[config.mk]
export PLATFORM = sky130hd
export DESIGN_NAME = mesh_match_responder_flat
export DESIGN_NICKNAME = d
export VERILOG_FILES = /design/src/rtl/mesh_match_responder_if.sv /design/src/rtl/mesh_match_responder.sv /design/src/flat_wrapper.sv
export SDC_FILE = /design/constraint.sdc
export NUM_CORES = 1
export LEC_CHECK = 0
export BUFFER_PORTS_ARGS = -buffer_cell sky130_fd_sc_hd__buf_4
export CAP_MARGIN = 20
export CORE_UTILIZATION = 45
export CTS_CLUSTER_DIAMETER = 50
export DETAILED_ROUTE_END_ITERATION = 7
export HOLD_SLACK_MARGIN = 0.02
export PLACE_DENSITY_LB_ADDON = 0.1
export SLEW_MARGIN = 20
export SYNTH_ARGS = -nofsm -noshare
export SYNTH_HDL_FRONTEND = slang
export SYNTH_SLANG_ARGS = --single-unit
[constraint.sdc]
create_clock -name clk -period 6.09 [get_ports clk]
set_input_delay 1.218 -clock clk [delete_from_list [all_inputs] [get_ports clk]]
set_output_delay 1.218 -clock clk [all_outputs]
set_load 0.005 [all_outputs]
[src/rtl/mesh_match_responder_if.sv]
// Bundle of the router-side, match-PE-side and status signals of the mesh match responder.
// slave is the responder's view; master is the view of the surrounding router/PE/environment.
interface mesh_match_responder_if #(
  parameter int unsigned X_SIZE          = 8,
  parameter int unsigned Y_SIZE          = 8,
  parameter int unsigned ADDR_WIDTH      = 24,
  parameter int unsigned TAG_WIDTH       = 4,
  parameter int unsigned MATCH_LEN_WIDTH = 8,
  parameter int unsigned MAX_OUTSTANDING = 4
);
  localparam int unsigned XW        = $clog2(X_SIZE);
  localparam int unsigned YW        = $clog2(Y_SIZE);
  localparam int unsigned JOB_IDX_W = XW + YW - 1;
  localparam int unsigned W         = 2 * ADDR_WIDTH + TAG_WIDTH + JOB_IDX_W;
  localparam int unsigned CW        = $clog2(MAX_OUTSTANDING) + 1;

  logic                       i_net_valid;
  logic [XW-1:0]              i_net_dst_x;
  logic [YW-1:0]              i_net_dst_y;
  logic [W-1:0]               i_net_payload;
  logic                       i_net_ready;

  logic                       o_req_valid;
  logic [ADDR_WIDTH-1:0]      o_req_head_addr;
  logic [ADDR_WIDTH-1:0]      o_req_history_addr;
  logic                       o_req_ready;

  logic                       i_resp_valid;
  logic [MATCH_LEN_WIDTH-1:0] i_resp_match_len;
  logic                       i_resp_ready;

  logic                       o_net_valid;
  logic [XW-1:0]              o_net_dst_x;
  logic [YW-1:0]              o_net_dst_y;
  logic [W-1:0]               o_net_payload;
  logic                       o_net_ready;

  logic [CW-1:0]              o_outstanding;
  logic                       o_err_non_request;

  modport slave (
    input  i_net_valid, i_net_dst_x, i_net_dst_y, i_net_payload,
    output i_net_ready,
    output o_req_valid, o_req_head_addr, o_req_history_addr,
    input  o_req_ready,
    input  i_resp_valid, i_resp_match_len,
    output i_resp_ready,
    output o_net_valid, o_net_dst_x, o_net_dst_y, o_net_payload,
    input  o_net_ready,
    output o_outstanding, o_err_non_request
  );

  modport master (
    output i_net_valid, i_net_dst_x, i_net_dst_y, i_net_payload,
    input  i_net_ready,
    input  o_req_valid, o_req_head_addr, o_req_history_addr,
    output o_req_ready,
    output i_resp_valid, i_resp_match_len,
    input  i_resp_ready,
    input  o_net_valid, o_net_dst_x, o_net_dst_y, o_net_payload,
    output o_net_ready,
    input  o_outstanding, o_err_non_request
  );
endinterface

[src/rtl/mesh_match_responder.sv]
// Mesh network interface for a shared match PE: forwards match requests to the PE and turns
// in-order results plus saved {tag, job_idx} context into response packets for the job PE.
module mesh_match_responder #(
  parameter int unsigned X_SIZE          = 8,
  parameter int unsigned Y_SIZE          = 8,
  parameter int unsigned ADDR_WIDTH      = 24,
  parameter int unsigned TAG_WIDTH       = 4,
  parameter int unsigned MATCH_LEN_WIDTH = 8,
  parameter int unsigned MAX_OUTSTANDING = 4
) (
  input logic                   clk,
  input logic                   rst,
  mesh_match_responder_if.slave bus
);
  localparam int unsigned XW        = $clog2(X_SIZE);
  localparam int unsigned YW        = $clog2(Y_SIZE);
  localparam int unsigned JOB_IDX_W = XW + YW - 1;
  localparam int unsigned W         = 2 * ADDR_WIDTH + TAG_WIDTH + JOB_IDX_W;
  localparam int unsigned PW        = $clog2(MAX_OUTSTANDING);
  localparam int unsigned CW        = PW + 1;
  localparam int unsigned CTXW      = TAG_WIDTH + JOB_IDX_W;

  logic [ADDR_WIDTH-1:0] in_head, in_hist;
  logic [TAG_WIDTH-1:0]  in_tag;
  logic [JOB_IDX_W-1:0]  in_job;
  assign {in_head, in_hist, in_tag, in_job} = bus.i_net_payload;

  logic                  req_valid_q, req_valid_d;
  logic [ADDR_WIDTH-1:0] head_q, head_d, hist_q, hist_d;

  logic [CTXW-1:0]       ctx_mem_q [MAX_OUTSTANDING];
  // Pointers carry one extra bit so full and empty differ when the low bits match.
  logic [PW:0]           wr_ptr_q, wr_ptr_d, rd_ptr_q, rd_ptr_d;
  logic                  ctx_empty;
  logic [TAG_WIDTH-1:0]  ctx_tag;
  logic [JOB_IDX_W-1:0]  ctx_job;

  logic                  net_valid_q, net_valid_d;
  logic [XW-1:0]         dst_x_q, dst_x_d;
  logic [YW-1:0]         dst_y_q, dst_y_d;
  logic [W-1:0]          payload_q, payload_d;

  logic [CW-1:0]         ctx_count_q, ctx_count_d;
  logic                  err_q, err_d;

  logic net_ready, net_fire, is_req, push;
  logic resp_ready, resp_fire, out_fire;

  assign ctx_empty          = (wr_ptr_q == rd_ptr_q);
  assign {ctx_tag, ctx_job} = ctx_mem_q[rd_ptr_q[PW-1:0]];

  assign is_req     = bus.i_net_dst_y[0];
  assign net_ready  = !rst && (!req_valid_q || bus.o_req_ready)
                      && (ctx_count_q < CW'(MAX_OUTSTANDING));
  assign net_fire   = bus.i_net_valid && net_ready;
  assign push       = net_fire && is_req;
  assign resp_ready = !ctx_empty && (!net_valid_q || bus.o_net_ready);
  assign resp_fire  = bus.i_resp_valid && resp_ready;
  assign out_fire   = net_valid_q && bus.o_net_ready;

  always_comb begin
    req_valid_d = req_valid_q;
    head_d      = head_q;
    hist_d      = hist_q;
    wr_ptr_d    = wr_ptr_q;
    rd_ptr_d    = rd_ptr_q;
    net_valid_d = net_valid_q;
    dst_x_d     = dst_x_q;
    dst_y_d     = dst_y_q;
    payload_d   = payload_q;
    ctx_count_d = ctx_count_q;
    err_d       = err_q | (net_fire & ~is_req);

    if (req_valid_q && bus.o_req_ready) req_valid_d = 1'b0;
    if (push) begin
      req_valid_d = 1'b1;
      head_d      = in_head;
      hist_d      = in_hist;
      wr_ptr_d    = wr_ptr_q + 1'b1;
    end

    if (out_fire) net_valid_d = 1'b0;
    if (resp_fire) begin
      net_valid_d = 1'b1;
      rd_ptr_d    = rd_ptr_q + 1'b1;
      dst_x_d     = ctx_job[XW-1:0];
      // Bit 0 clear marks the packet as a response.
      dst_y_d     = {ctx_job[JOB_IDX_W-1:XW], 1'b0};
      payload_d   = W'({bus.i_resp_match_len, ctx_tag});
    end

    unique case ({push, out_fire})
      2'b10:   ctx_count_d = ctx_count_q + 1'b1;
      2'b01:   ctx_count_d = ctx_count_q - 1'b1;
      default: ctx_count_d = ctx_count_q;
    endcase
  end

  always_ff @(posedge clk) begin
    if (rst) begin
      req_valid_q <= 1'b0;
      head_q      <= '0;
      hist_q      <= '0;
      wr_ptr_q    <= '0;
      rd_ptr_q    <= '0;
      net_valid_q <= 1'b0;
      dst_x_q     <= '0;
      dst_y_q     <= '0;
      payload_q   <= '0;
      ctx_count_q <= '0;
      err_q       <= 1'b0;
    end else begin
      req_valid_q <= req_valid_d;
      head_q      <= head_d;
      hist_q      <= hist_d;
      wr_ptr_q    <= wr_ptr_d;
      rd_ptr_q    <= rd_ptr_d;
      net_valid_q <= net_valid_d;
      dst_x_q     <= dst_x_d;
      dst_y_q     <= dst_y_d;
      payload_q   <= payload_d;
      ctx_count_q <= ctx_count_d;
      err_q       <= err_d;
    end
  end

  always_ff @(posedge clk) begin
    if (!rst && push) ctx_mem_q[wr_ptr_q[PW-1:0]] <= {in_tag, in_job};
  end

  assign bus.i_net_ready        = net_ready;
  assign bus.o_req_valid        = req_valid_q;
  assign bus.o_req_head_addr    = head_q;
  assign bus.o_req_history_addr = hist_q;
  assign bus.i_resp_ready       = resp_ready;
  assign bus.o_net_valid        = net_valid_q;
  assign bus.o_net_dst_x        = dst_x_q;
  assign bus.o_net_dst_y        = dst_y_q;
  assign bus.o_net_payload      = payload_q;
  assign bus.o_outstanding      = ctx_count_q;
  assign bus.o_err_non_request  = err_q;
endmodule

[src/flat_wrapper.sv]
// flat-port wrapper written by rule: the top's interface ports become plain ports
module mesh_match_responder_flat 
#(
  parameter int unsigned X_SIZE          = 8,
  parameter int unsigned Y_SIZE          = 8,
  parameter int unsigned ADDR_WIDTH      = 24,
  parameter int unsigned TAG_WIDTH       = 4,
  parameter int unsigned MATCH_LEN_WIDTH = 8,
  parameter int unsigned MAX_OUTSTANDING = 4
)
  (clk, rst, bus_i_net_valid, bus_i_net_dst_x, bus_i_net_dst_y, bus_i_net_payload, bus_i_net_ready, bus_o_req_valid, bus_o_req_head_addr, bus_o_req_history_addr, bus_o_req_ready, bus_i_resp_valid, bus_i_resp_match_len, bus_i_resp_ready, bus_o_net_valid, bus_o_net_dst_x, bus_o_net_dst_y, bus_o_net_payload, bus_o_net_ready, bus_o_outstanding, bus_o_err_non_request);
  mesh_match_responder_if #(.X_SIZE(X_SIZE), .Y_SIZE(Y_SIZE), .ADDR_WIDTH(ADDR_WIDTH), .TAG_WIDTH(TAG_WIDTH), .MATCH_LEN_WIDTH(MATCH_LEN_WIDTH), .MAX_OUTSTANDING(MAX_OUTSTANDING)) bus_i ();
  input logic clk;
  input logic rst;
  input wire logic [$bits(bus_i.i_net_valid)-1:0] bus_i_net_valid;
  input wire logic [$bits(bus_i.i_net_dst_x)-1:0] bus_i_net_dst_x;
  input wire logic [$bits(bus_i.i_net_dst_y)-1:0] bus_i_net_dst_y;
  input wire logic [$bits(bus_i.i_net_payload)-1:0] bus_i_net_payload;
  output wire logic [$bits(bus_i.i_net_ready)-1:0] bus_i_net_ready;
  output wire logic [$bits(bus_i.o_req_valid)-1:0] bus_o_req_valid;
  output wire logic [$bits(bus_i.o_req_head_addr)-1:0] bus_o_req_head_addr;
  output wire logic [$bits(bus_i.o_req_history_addr)-1:0] bus_o_req_history_addr;
  input wire logic [$bits(bus_i.o_req_ready)-1:0] bus_o_req_ready;
  input wire logic [$bits(bus_i.i_resp_valid)-1:0] bus_i_resp_valid;
  input wire logic [$bits(bus_i.i_resp_match_len)-1:0] bus_i_resp_match_len;
  output wire logic [$bits(bus_i.i_resp_ready)-1:0] bus_i_resp_ready;
  output wire logic [$bits(bus_i.o_net_valid)-1:0] bus_o_net_valid;
  output wire logic [$bits(bus_i.o_net_dst_x)-1:0] bus_o_net_dst_x;
  output wire logic [$bits(bus_i.o_net_dst_y)-1:0] bus_o_net_dst_y;
  output wire logic [$bits(bus_i.o_net_payload)-1:0] bus_o_net_payload;
  input wire logic [$bits(bus_i.o_net_ready)-1:0] bus_o_net_ready;
  output wire logic [$bits(bus_i.o_outstanding)-1:0] bus_o_outstanding;
  output wire logic [$bits(bus_i.o_err_non_request)-1:0] bus_o_err_non_request;
  assign bus_i.i_net_valid = bus_i_net_valid;
  assign bus_i.i_net_dst_x = bus_i_net_dst_x;
  assign bus_i.i_net_dst_y = bus_i_net_dst_y;
  assign bus_i.i_net_payload = bus_i_net_payload;
  assign bus_i_net_ready = bus_i.i_net_ready;
  assign bus_o_req_valid = bus_i.o_req_valid;
  assign bus_o_req_head_addr = bus_i.o_req_head_addr;
  assign bus_o_req_history_addr = bus_i.o_req_history_addr;
  assign bus_i.o_req_ready = bus_o_req_ready;
  assign bus_i.i_resp_valid = bus_i_resp_valid;
  assign bus_i.i_resp_match_len = bus_i_resp_match_len;
  assign bus_i_resp_ready = bus_i.i_resp_ready;
  assign bus_o_net_valid = bus_i.o_net_valid;
  assign bus_o_net_dst_x = bus_i.o_net_dst_x;
  assign bus_o_net_dst_y = bus_i.o_net_dst_y;
  assign bus_o_net_payload = bus_i.o_net_payload;
  assign bus_i.o_net_ready = bus_o_net_ready;
  assign bus_o_outstanding = bus_i.o_outstanding;
  assign bus_o_err_non_request = bus_i.o_err_non_request;
  mesh_match_responder #(.X_SIZE(X_SIZE), .Y_SIZE(Y_SIZE), .ADDR_WIDTH(ADDR_WIDTH), .TAG_WIDTH(TAG_WIDTH), .MATCH_LEN_WIDTH(MATCH_LEN_WIDTH), .MAX_OUTSTANDING(MAX_OUTSTANDING)) u_core (.clk(clk), .rst(rst), .bus(bus_i));
endmodule
==> flow_summary.json <==
{
  "run_status": "finished clean",
  "initial_core_util": 0.466,
  "hold-path-cell-count": 2,
  "drcViolationCount": 0,
  "placeableCoreArea_um2": 9770,
  "final_net_count": 656,
  "pwr-share-clk": 0.496,
  "post-layout-total-power_uw": 1960,
  "setup-violations-final": 0,
  "most_common_library_cell_in_the_layout_ignoring_fill_and_taps": "buf_4",
  "maxSlewViolCount": 0,
  "globalRoute.totalOverflow": 0,
  "cts.path.max_buffers": 2,
  "place_worst_setup_slack_ns": 1.94,
  "ctsResizeCount": 0,
  "placementRows": 36,
  "cts_root_buffer": "clkbuf_8",
  "fmax_mhz": 274,
  "p_sw_frac": 0.222,
  "register_bit_count_reported_by_yosys": 113,
  "p_comb_frac": 0.086,
  "drt_pass1_iterations": 4,
  "drt_wl_total_um": 9630,
  "irDropWorstVdd_mv": 0.214,
  "numClockSinks": 113,
  "synth.lib_cells_used.distinct": 29,
  "via_per_inst": 4.56,
  "ant_nets": 0,
  "fin_setup_tns_ns": 0,
  "grt_start_max_net_pins": 80,
  "yosysSeqAreaShare": 0.575,
  "worst_setup_path_start_kind": "primary input",
  "cp.arrival_ns": 4.07,
  "setup_slack_of_the_critical_path_after_layout_ns": 2.44,
  "first_pass_grt_wire_length_um": 14300,
  "drt_iter0_drc": 104,
  "syn_to_final_growth_pct": 34.2,
  "yosys.area.top_type_share": 0.338,
  "layout-drive-gt1-share": 0.321,
  "grt_setup_unrepaired": "no",
  "critPathLaunch": "rst",
  "critical_path_peak_fanout": 79,
  "io_buffer_count": 144,
  "maxCapViolations": 0,
  "powerDensity_nw_per_um2": 321,
  "routabilityCongestion": 0.690,
  "avgRoutedWirePerCell_um": 13.4,
  "globalRouteTotalUtil": 0.184,
  "die_x_um": 103,
  "endpoint_kind": "flip-flop",
  "timing.final.crit_period_ns": 3.65,
  "worstReg2RegStart": "u_core.bus.o_req_valid",
  "mapped_cells": 432,
  "static-leakage-power_uw": 0.00266,
  "syn_avg_cell_area_um2": 10.6,
  "post_synth_instance_area_um2": 4560,
  "min_delay_worst_endpoint": "u_core.bus.o_req_head_addr[1]",
  "synth_warnings": 0,
  "area_enclosed_by_the_die_boundary_um2": 10500,
  "netSwitchingPower_uw": 436,
  "regToRegSetupSlack_ns": 3.18,
  "hold_viol": 0,
  "critPathRequiredTime_ns": 6.51,
  "post-synth-top-area-cell": "dfxtp_1",
  "timing_worst_slew_pin_value_ns": 0.862,
  "p_int_uw": 1530,
  "clk_latency_ns": 0.50,
  "layout_common_cells": "buf_4 (146), nand2_1 (99), dfxtp_1 (77), a21oi_1 (54), conb_1 (46)",
  "sequentialPowerShare": 0.418,
  "timing.max_slew.rel_slack": 0.425,
  "i_o_pin_count": 196,
  "hpwl_after_detailed_placement_um": 6270,
  "antenna_violations_before_repair": 0,
  "cts_setup_buffers": 0,
  "synth.area.top_cells": "dfxtp_1 (34%), edfxtp_1 (24%), buf_4 (8.6%)",
  "rr_endpoint": "u_core.bus.o_outstanding[2]",
  "cts-buffers-inserted": 17,
  "min_period_over_period": 0.599,
  "vias": 3272,
  "holdCritStartpoint": "u_core.bus.o_req_head_addr[1]",
  "vias_in_the_first_global_route": 2928,
  "antennaDiodeCount": 0,
  "min-delay-path-class": "flip-flop to flip-flop",
  "clock_transition_at_the_registers_of_the_reported_paths_ns": 0.05,
  "worst-setup-path-type": "primary input to flip-flop",
  "clock_tree_from_tritoncts": "built",
  "cts-htree-levels": 4,
  "fillCellCount": 835,
  "r2r.worst_path.cells": 9,
  "die_height_um": 103,
  "holdBufCountCts": 0,
  "finalClockSkew_ns": 0.0101
}
[sequential cells by signal, indices dropped and copies added (netlist names)]
signal,count
u_core.ctx_mem_q,36
u_core.bus.o_req_head_addr,24
u_core.bus.o_req_history_addr,24
u_core.bus.o_net_payload,12
u_core.bus.o_net_dst_x,3
u_core.bus.o_outstanding,3
u_core.rd_ptr_q,3
u_core.wr_ptr_q,3
u_core.bus.o_net_dst_y,2
u_core.bus.o_err_non_request,1
u_core.bus.o_net_valid,1
u_core.bus.o_req_valid,1
[final cells by class]
class	count	area (µm²)	area share
well taps	133	166	0.0272
flip-flops and latches	113	2620	0.429
repair buffers	146	1100	0.179
multi-input cells	287	1620	0.264
clock buffers	19	432	0.0705
inverters	7	26.3	0.00429
clock inverters	13	161	0.0264
[cell families after synthesis]
group | count (synthesis) | share of synthesized area
compound gates | 57 | 0.0650
xor+xnor | 7 | 0.0134
fa+ha+maj | 7 | 0.0209
buf+inv | 77 | 0.112
flops | 113 | 0.575
mux | 28 | 0.0862
other cells | 1 | 0.000822
simple gates | 142 | 0.127
[metrics by stage]
stage | cell area (µm²) | util | std cells | hold slack (ns)
final | 6120 | 0.626 | 718 | 0.455
after global routing | 6120 | 0.626 | 718 | 0.473
after CTS | 6120 | 0.626 | 718 | 0.455
after detailed placement | 5530 | 0.565 | 686 | 0.447
after global placement | 5530 | 0.565 | 686 | 0.443
after floorplan | 4730 | - | 477 | 0.453
[cell usage after synthesis]
cell type  count
o311ai_2       1
buf_4         52
buf_6          1
inv_1          6
mux2i_1       19
xnor2_1        1
nor2_1        27
nand2_1       99
nor3_1         2
mux4_2         9
inv_2          1
or3_1          2
nor2b_1        1
nand3_1        1
nand2b_1       3
dfxtp_1       77
nor4_2         1
ha_1           6
buf_12         1
o21ai_0        2
a21oi_1       54
nor4b_1        1
clkbuf_1      15
and2_1         5
xor2_1         6
conb_1         1
fa_1           1
buf_2          1
edfxtp_1      36
[power by group through the flow]
stage          Combinational [µW]  Clock [µW]  Sequential, µW
2_1_floorplan                 112           0             832
3_3_place_gp                  167           0             836
3_5_place_dp                  170           0             837
4_1_cts                       171         989             822
5_1_grt                       189        1030             825
6_report                      169         974             821
[worst max path at each step]
stage | endpoint | cells after the start
2_1_floorplan | u_core.bus.o_outstanding[2] | 10
3_3_place_gp | u_core.bus.o_outstanding[2] | 9
3_5_place_dp | u_core.bus.o_outstanding[2] | 9
4_1_cts | u_core.bus.o_outstanding[2] | 9
5_1_grt | u_core.bus.o_outstanding[2] | 9
6_report | u_core.bus.o_outstanding[2] | 9
[routing by layer]
metal | vias up | share of wire | global-route usage | wire length (µm)
met5 | - | 0 | 0 | 0
met2 | 104 | 0.51 | 0.309 | 4930
li1 | 1629 | - | - | -
met4 | 0 | 0.0089 | 0.0725 | 86
met3 | 9 | 0.057 | 0.0529 | 550
met1 | 1530 | 0.42 | 0.222 | 4060
[critical path, cell delays in order]
cell	delay (ns)
buf_4	0.63
nor4_4	0.11
inv_2	0.66
ha_1	0.32
inv_1	0.07
fa_1	0.39
xor2_1	0.17
or3_1	0.31
a21oi_1	0.14
Power figures use the tool's default switching activity.
